## config.mk

```make
export PLATFORM = sky130hd
export DESIGN_NAME = bus_arbiter_2to1
export DESIGN_NICKNAME = d
export VERILOG_FILES = /design/src/rtl/arb_pkg.sv /design/src/rtl/MUX_32Bits.sv /design/src/rtl/bus_arbiter_2to1.sv
export SDC_FILE = /design/constraint.sdc
export NUM_CORES = 1
export LEC_CHECK = 0
export CAP_MARGIN = 40
export CORE_ASPECT_RATIO = 0.5
export CORE_UTILIZATION = 38
export DETAILED_ROUTE_END_ITERATION = 10
export PLACE_DENSITY_LB_ADDON = 0.08
export SETUP_SLACK_MARGIN = 0.4
export SKIP_LAST_GASP = 1
export SLEW_MARGIN = 5
export SYNTH_ARGS = -nofsm -noshare
export SYNTH_HDL_FRONTEND = slang
export SYNTH_SLANG_ARGS = --single-unit
```

## constraint.sdc

```tcl
create_clock -name clk -period 1.9 [get_ports clk]
set_input_delay 0.475 -clock clk [delete_from_list [all_inputs] [get_ports clk]]
set_output_delay 0.475 -clock clk [all_outputs]
set_load 0.03 [all_outputs]
```

## src/rtl/arb_pkg.sv

```systemverilog
// Shared types and constants for the 2:1 round-robin bus arbiter.
package arb_pkg;

    typedef enum logic [1:0] {
        ST_IDLE  = 2'd0,
        ST_GNT_A = 2'd1,
        ST_GNT_B = 2'd2
    } arb_state_t;

    localparam logic SEL_A = 1'b0;
    localparam logic SEL_B = 1'b1;

    function automatic arb_state_t grant_of(input logic s);
        return (s == SEL_B) ? ST_GNT_B : ST_GNT_A;
    endfunction

endpackage

```

## src/rtl/MUX_32Bits.sv

```systemverilog
// Team 2:1 data mux; select 0 passes d0, select 1 passes d1.
module MUX_32Bits #(
    parameter int WIDTH = 32
) (
    input  logic [WIDTH-1:0] d0,
    input  logic [WIDTH-1:0] d1,
    input  logic             select,
    output logic [WIDTH-1:0] y
);

    assign y = select ? d1 : d0;

endmodule

```

## src/rtl/bus_arbiter_2to1.sv

```systemverilog
// Per-beat round-robin arbiter sharing one datapath between requesters A and B,
// with a one-entry output register. Define ARB_LOCK_EN to add a_lock/b_lock bus retention.
//
// state    | meaning
// ST_IDLE  | no grant; sel holds its last value
// ST_GNT_A | A owns the mux (sel=0), a_ready when output stage is free
// ST_GNT_B | B owns the mux (sel=1), b_ready when output stage is free
module bus_arbiter_2to1
    import arb_pkg::*;
#(
    parameter int WIDTH    = 32,
    parameter int LOCK_MAX = 8
) (
    input  logic             clk,
    input  logic             reset,
    input  logic             a_valid,
    input  logic [WIDTH-1:0] a_data,
    output logic             a_ready,
    input  logic             b_valid,
    input  logic [WIDTH-1:0] b_data,
    output logic             b_ready,
    output logic             sel,
    output logic             out_valid,
    output logic [WIDTH-1:0] out_data,
    input  logic             out_ready
`ifdef ARB_LOCK_EN
    ,
    input  logic             a_lock,
    input  logic             b_lock
`endif
);

    if (LOCK_MAX < 2) begin : g_bad_lock_max
        $error("LOCK_MAX must be at least 2");
    end

    arb_state_t       state, state_nxt;
    logic             sel_nxt;
    logic             last, last_nxt;
    logic             free, xfer_a, xfer_b, own_xfer;
    logic             own_valid, other_valid, hold_lock;
    logic [WIDTH-1:0] mux_data;

`ifdef ARB_LOCK_EN
    localparam int LCW = (LOCK_MAX > 2) ? $clog2(LOCK_MAX) : 1;
    logic [LCW-1:0] lock_cnt, lock_cnt_nxt;
    logic           own_lock, lock_at_max;

    assign own_lock    = (sel == SEL_B) ? b_lock : a_lock;
    assign lock_at_max = (lock_cnt == LCW'(LOCK_MAX - 1));
    assign hold_lock   = own_lock && !(lock_at_max && other_valid);
`else
    assign hold_lock   = 1'b0;
`endif

    assign free        = !out_valid || out_ready;
    assign xfer_a      = a_valid && a_ready;
    assign xfer_b      = b_valid && b_ready;
    assign own_xfer    = xfer_a || xfer_b;
    // In a grant state sel always names the owner, so it doubles as the owner index.
    assign own_valid   = (sel == SEL_B) ? b_valid : a_valid;
    assign other_valid = (sel == SEL_B) ? a_valid : b_valid;

    always_ff @(posedge clk) begin
        if (reset) begin
            state <= ST_IDLE;
            sel   <= SEL_A;
            last  <= SEL_B;
`ifdef ARB_LOCK_EN
            lock_cnt <= '0;
`endif
        end else begin
            state <= state_nxt;
            sel   <= sel_nxt;
            last  <= last_nxt;
`ifdef ARB_LOCK_EN
            lock_cnt <= lock_cnt_nxt;
`endif
        end
    end

    always_comb begin
        state_nxt = state;
        last_nxt  = last;
        sel_nxt   = sel;
        case (state)
            ST_IDLE: begin
                if (a_valid && (!b_valid || last == SEL_B))
                    state_nxt = ST_GNT_A;
                else if (b_valid)
                    state_nxt = ST_GNT_B;
            end
            ST_GNT_A, ST_GNT_B: begin
                if (own_xfer) begin
                    last_nxt = sel;
                    if (other_valid && !hold_lock)
                        state_nxt = grant_of(!sel);
                end else if (!own_valid) begin
                    // owner went quiet after its last beat; release rather than block the other side
                    state_nxt = other_valid ? grant_of(!sel) : ST_IDLE;
                end
            end
            default: state_nxt = ST_IDLE;
        endcase
        if (state_nxt == ST_GNT_A)
            sel_nxt = SEL_A;
        else if (state_nxt == ST_GNT_B)
            sel_nxt = SEL_B;
`ifdef ARB_LOCK_EN
        lock_cnt_nxt = lock_cnt;
        if (state_nxt != state || (own_xfer && !hold_lock))
            lock_cnt_nxt = '0;
        else if (own_xfer && !lock_at_max)
            lock_cnt_nxt = lock_cnt + 1'b1;
`endif
    end

    always_comb begin
        a_ready = (state == ST_GNT_A) && free;
        b_ready = (state == ST_GNT_B) && free;
    end

    MUX_32Bits #(.WIDTH(WIDTH)) u_mux (
        .d0     (a_data),
        .d1     (b_data),
        .select (sel),
        .y      (mux_data)
    );

    always_ff @(posedge clk) begin
        if (reset) begin
            out_valid <= 1'b0;
            out_data  <= '0;
        end else if (own_xfer) begin
            out_valid <= 1'b1;
            out_data  <= mux_data;
        end else if (out_ready) begin
            out_valid <= 1'b0;
        end
    end

endmodule
```

Word level (Yosys, flattened, before mapping)
Index checks and enable logic that the tools add are counted.
Storage, ports and cells
  bits in registers: 37
  logic and storage cells: 37
Cells by class
  equal/unequal tests: 4
  multiplexer cells: 13
  reduce and logical (&&, ||, !) cells: 15
Operators by type and width (count)
  32-bit 2-to-1 mux: 1
  2-bit 2-to-1 mux: 7
  1-bit logical AND: 5
  2-bit by 1-bit == test with 1-bit output, second input constant: 2
  2-bit == test, second input constant: 2
  1-bit 2-to-1 mux: 4
  2-bit case mux with 2 select lines: 1
  2-bit OR reduction: 2
  1-bit logical OR: 3
  1-bit zero test: 2
  2-bit zero test: 1
  2-bit AND reduction: 1
  2-bit nonzero test: 1

Longest topological paths before layout
  depth after elaboration: 9
  mapped depth: 8
  gate-level depth less buffers: 7

Hierarchy
Synthesis repeated with hierarchy kept, for this count alone.
Unflattened totals
  cell total of the unflattened synthesis: 230
  area total of the unflattened synthesis: 2105.8 µm²
By module, submodules not included
  bus_arbiter_2to1: times used 1, cells each 194, area each 1561.5 µm², seq. area each 740.7 µm²
  MUX_32Bits: times used 1, cells each 36, area each 544.3 µm², seq. area each 0.0 µm²

Worst setup path after synthesis
Ideal clock, no wire load.
  kind: reg-to-reg
  from: register state[1]
  to: register sel
  data arrival time: 1563 ps
  slack: 267 ps
  cell stages (with the launch flop): 8
  path buffers: 0
  clock period less this slack: 1633 ps
  path through: dfxtp_1 -> inv_1 -> ha_1 -> a22oi_4 -> o41a_1 -> a211oi_2 -> o2bb2ai_1 -> a21oi_1
On the way
  cells in the longest elaborated chain, start to end: 8
  elaborated cells between the ends (all ways): 18
RTL lines
  start: declaration: line bus_arbiter_2to1.sv:37  | arb_state_t state, state_nxt;
  start signal: assignment: line bus_arbiter_2to1.sv:73  | state <= state_nxt;
  2-bit by 1-bit == test with 1-bit output or 2-bit == test (tied branches): line bus_arbiter_2to1.sv:86, bus_arbiter_2to1.sv:119, bus_arbiter_2to1.sv:120
  1-bit logical AND (on tied branches): line bus_arbiter_2to1.sv:119, bus_arbiter_2to1.sv:120
  1-bit logical AND (on tied branches): line bus_arbiter_2to1.sv:57, bus_arbiter_2to1.sv:58
  1-bit logical OR: line bus_arbiter_2to1.sv:59  | assign own_xfer = xfer_a || xfer_b;
  2-bit 2-to-1 mux: line bus_arbiter_2to1.sv:94  | if (own_xfer) begin
  2-bit case mux with 2 select lines (*): line bus_arbiter_2to1.sv:86  | case (state)
  2-bit by 1-bit == test with 1-bit output: line bus_arbiter_2to1.sv:105  | if (state_nxt == ST_GNT_A)
  2-bit OR reduction (no line)
  end signal: assignment: line bus_arbiter_2to1.sv:74  | sel <= sel_nxt;
  end: declaration: line bus_arbiter_2to1.sv:22  | output logic sel,
Every way passes the cells marked *; elsewhere a longest branch is shown, timed or not.
A chain may end at the register's enable or synchronous reset.

Worst setup path after layout
  from: register state[0]
  to: register sel
The elaborated chain is that of the path after synthesis.

==> out/results.txt <==
Pwr dens -> 1500 mW/mm²
GRT overflow -> 0
Post-synth EDFFs -> 0
Ys flop type -> dfxtp_1
Core area -> 0.00453 mm²
Post-layout min period -> 1.68 ns
Placed Cells -> 354
Peak VDD IR -> 0.773 mV
Syn Area/Cell -> 9.75 µm²
Num CTS Buffers -> 5
Mapped Nets -> 263
Sink Count -> 37
Cell area after synthesis -> 0.00185 mm²
Critical path type -> reg -> reg
Largest cells by area after synthesis -> dfxtp_1 40%, mux2i_1 18%, a211oi_1 13%
Netlist cell types -> 30
Share of cells above drive strength 1 -> 47.0%
Ant diodes -> 0
Number of hold buffers added after CTS -> 0
Clk buf depth -> 2
Relative slew slack -> 76.2%
Critical path data arrival time -> 1.89 ns
Slew Viols, Final -> 0
Vias in the first global route -> 1972
Yosys warnings -> 0
Area leader, netlist -> dfxtp_1
Type of element launching the critical path -> register
Die span in y -> 51.4 µm
Hold path depth -> 2
Drt first pass iters -> 4
Slew @ Worst Pin -> 0.357 ns
1st-iter DRT viols -> 37
Post-route clock period utilization -> 88.3%
Fin area -> 0.00361 mm²
Fmax -> 596 MHz
Initial Util -> 40.9%
Share of the synthesized area in the top cell type -> 40.0%
Die area -> 0.00517 mm²
Via count -> 1951
Clk slew on worst S/H paths -> 0.08 ns
Critical Path RT -> 2.11 ns
Mapped Cells -> 190
Asr flop ratio synth -> 0%
WL/cell -> 16.5 µm
Total wire length -> 6.31 mm
Min-Delay Path Class -> reg -> reg
CTS tree -> built
Unrepaired setup endpoints after global routing -> true
Layout Cells excl Fill -> 381
Commonest non-fill, non-tap cell in the layout -> clkdlybuf4s50_1
Hold Vio Cnt, Final -> 0
Sequential element share of the synthesized area -> 40.0%
Critical path endpoint category -> register
Area grow syn2layout -> 95.2%
Initial antenna violation count -> 0
IO Port Bufs -> 104
Most frequent cells in the layout -> 65 x clkdlybuf4s50_1, 34 x mux2i_1, 34 x dfxtp_1
Root buffer cell -> clkbuf_8
Post-route core utilization -> 79.8%
Vias per cell -> 5.12
Residual DRC count -> 0
Dpl cell area -> 0.00297 mm²
Final setup vio count -> 0
HPWL after detailed placement -> 3.54 mm
Yosys reg bits -> 37
Critical Path Fanout Max -> 5
Layout Nets -> 387
P_leak -> 1.37 nW
Post-Route Skew -> 0.00526 ns
Status -> finished, final reports clean
Die W -> 101 µm
Core Rows -> 17
Max-cap violations -> 0
I/O pins -> 105
Worst R2R Path Depth -> 8
H-tree depth -> 2
Pin count of the biggest net entering global routing -> 17
GPL Wtd Cong -> 0.766
Skew-Pair Late Insertion Delay -> 0.29 ns
Overall Global Routing Usage -> 25.4%
Routed Antenna Nets -> 0
First-pass GRT wire length -> 9.69 mm
==> what timing repair did <==
item | in CTS | in global routing
setup buffers | 11 | 2
pin swaps | 34 | 11
setup endpoints to repair | 72 | 69
cloned | 6 | 0
gates resized for setup | 156 | 55
==> cells in the mapped netlist (2+ instances only) <==
master and instances:
clkbuf_1 4, buf_6 3, buf_2 7, nand2_1 4, a21boi_0 2, inv_1 3
dfxtp_1 37, a211oi_1 33, ha_1 4, nor2_1 34, and2_1 2, o221ai_1 2
mux2i_1 34, a21oi_1 3, clkbuf_8 2, o2bb2ai_1 2
==> worst paths after layout <==
| path | from | endpoint | slack [ns] |
|---|---|---|---|
| max | state[0]$_SDFF_PP0_ | sel$_SDFFE_PP0N_ | 0.22 |
| min | out_data[13]$_SDFFE_PP0N_ | out_data[13]$_SDFFE_PP0N_ | 0.50 |
| min reg2reg | out_data[13]$_SDFFE_PP0N_ | out_data[13]$_SDFFE_PP0N_ | 0.50 |
| max reg2reg | state[0]$_SDFF_PP0_ | sel$_SDFFE_PP0N_ | 0.22 |
==> state kept, by name, summed over array words and instances (netlist names) <==
name       cells
out_data      32
sel            1
last           1
out_valid      1
state          2
==> logic make-up (layout without fill, tap and decap cells) <==
logic type               count (synthesis)  after routing  synth area share [%]
adder cells (fa/ha/maj)                  4              4                  2.70
flip-flops                              37             37                  40.0
AND/OR/NAND/NOR                         44             44                  9.73
buffers and inverters                   20            145                  7.43
AO/OA/AOI/OAI                           51             51                  21.8
multiplexers                            34             34                  18.4
==> worst max-delay path, stage by stage (launching register included) <==
cell       delay, ns
dfxtp_4         0.37
buf_6           0.12
ha_4            0.16
a22oi_4         0.26
buf_6           0.15
o221ai_4        0.11
a211oi_2        0.24
o2bb2ai_1       0.08
a21oi_1         0.12
==> through the flow <==
stage / setup slack, ns / setup TNS (ns) / power, mW / hold WS (ns)
4_1_cts: 0.198 / 0 / 5.27 / 0.491
2_1_floorplan: 0.309 / 0 / 2.75 / 0.605
3_3_place_gp: -0.200 / -5.32 / 3.62 / 0.485
6_report: 0.223 / 0 / 5.41 / 0.501
5_1_grt: 0.142 / 0 / 5.68 / 0.518
3_5_place_dp: -0.253 / -6.44 / 3.69 / 0.490
==> power by group <==
| group | internal, mW | switching, mW | total, mW |
|---|---|---|---|
| Clock | 0.254 | 0.289 | 0.543 |
| Sequential | 1.07 | 0.270 | 1.34 |
| Combinational | 1.64 | 1.88 | 3.53 |
==> layer usage <==
layer	global-route usage, %	up-vias	wire length (µm)
li1	-	937	-
met1	28.2	926	2600
met2	46.9	76	3180
met3	8.07	12	432
met4	7.49	0	95
met5	0	-	0
==> final cells by class <==
type / count / area [µm²]
timing repair buffer: 134 / 1300
clock buffer: 5 / 68.8
multi-input combinational: 133 / 1380
clock inverter: 3 / 16.3
fill: 301 / 916
sequential: 37 / 749
tap: 66 / 82.6
inverter: 3 / 13.8
No activity file was read; power rests on OpenSTA's default activity.
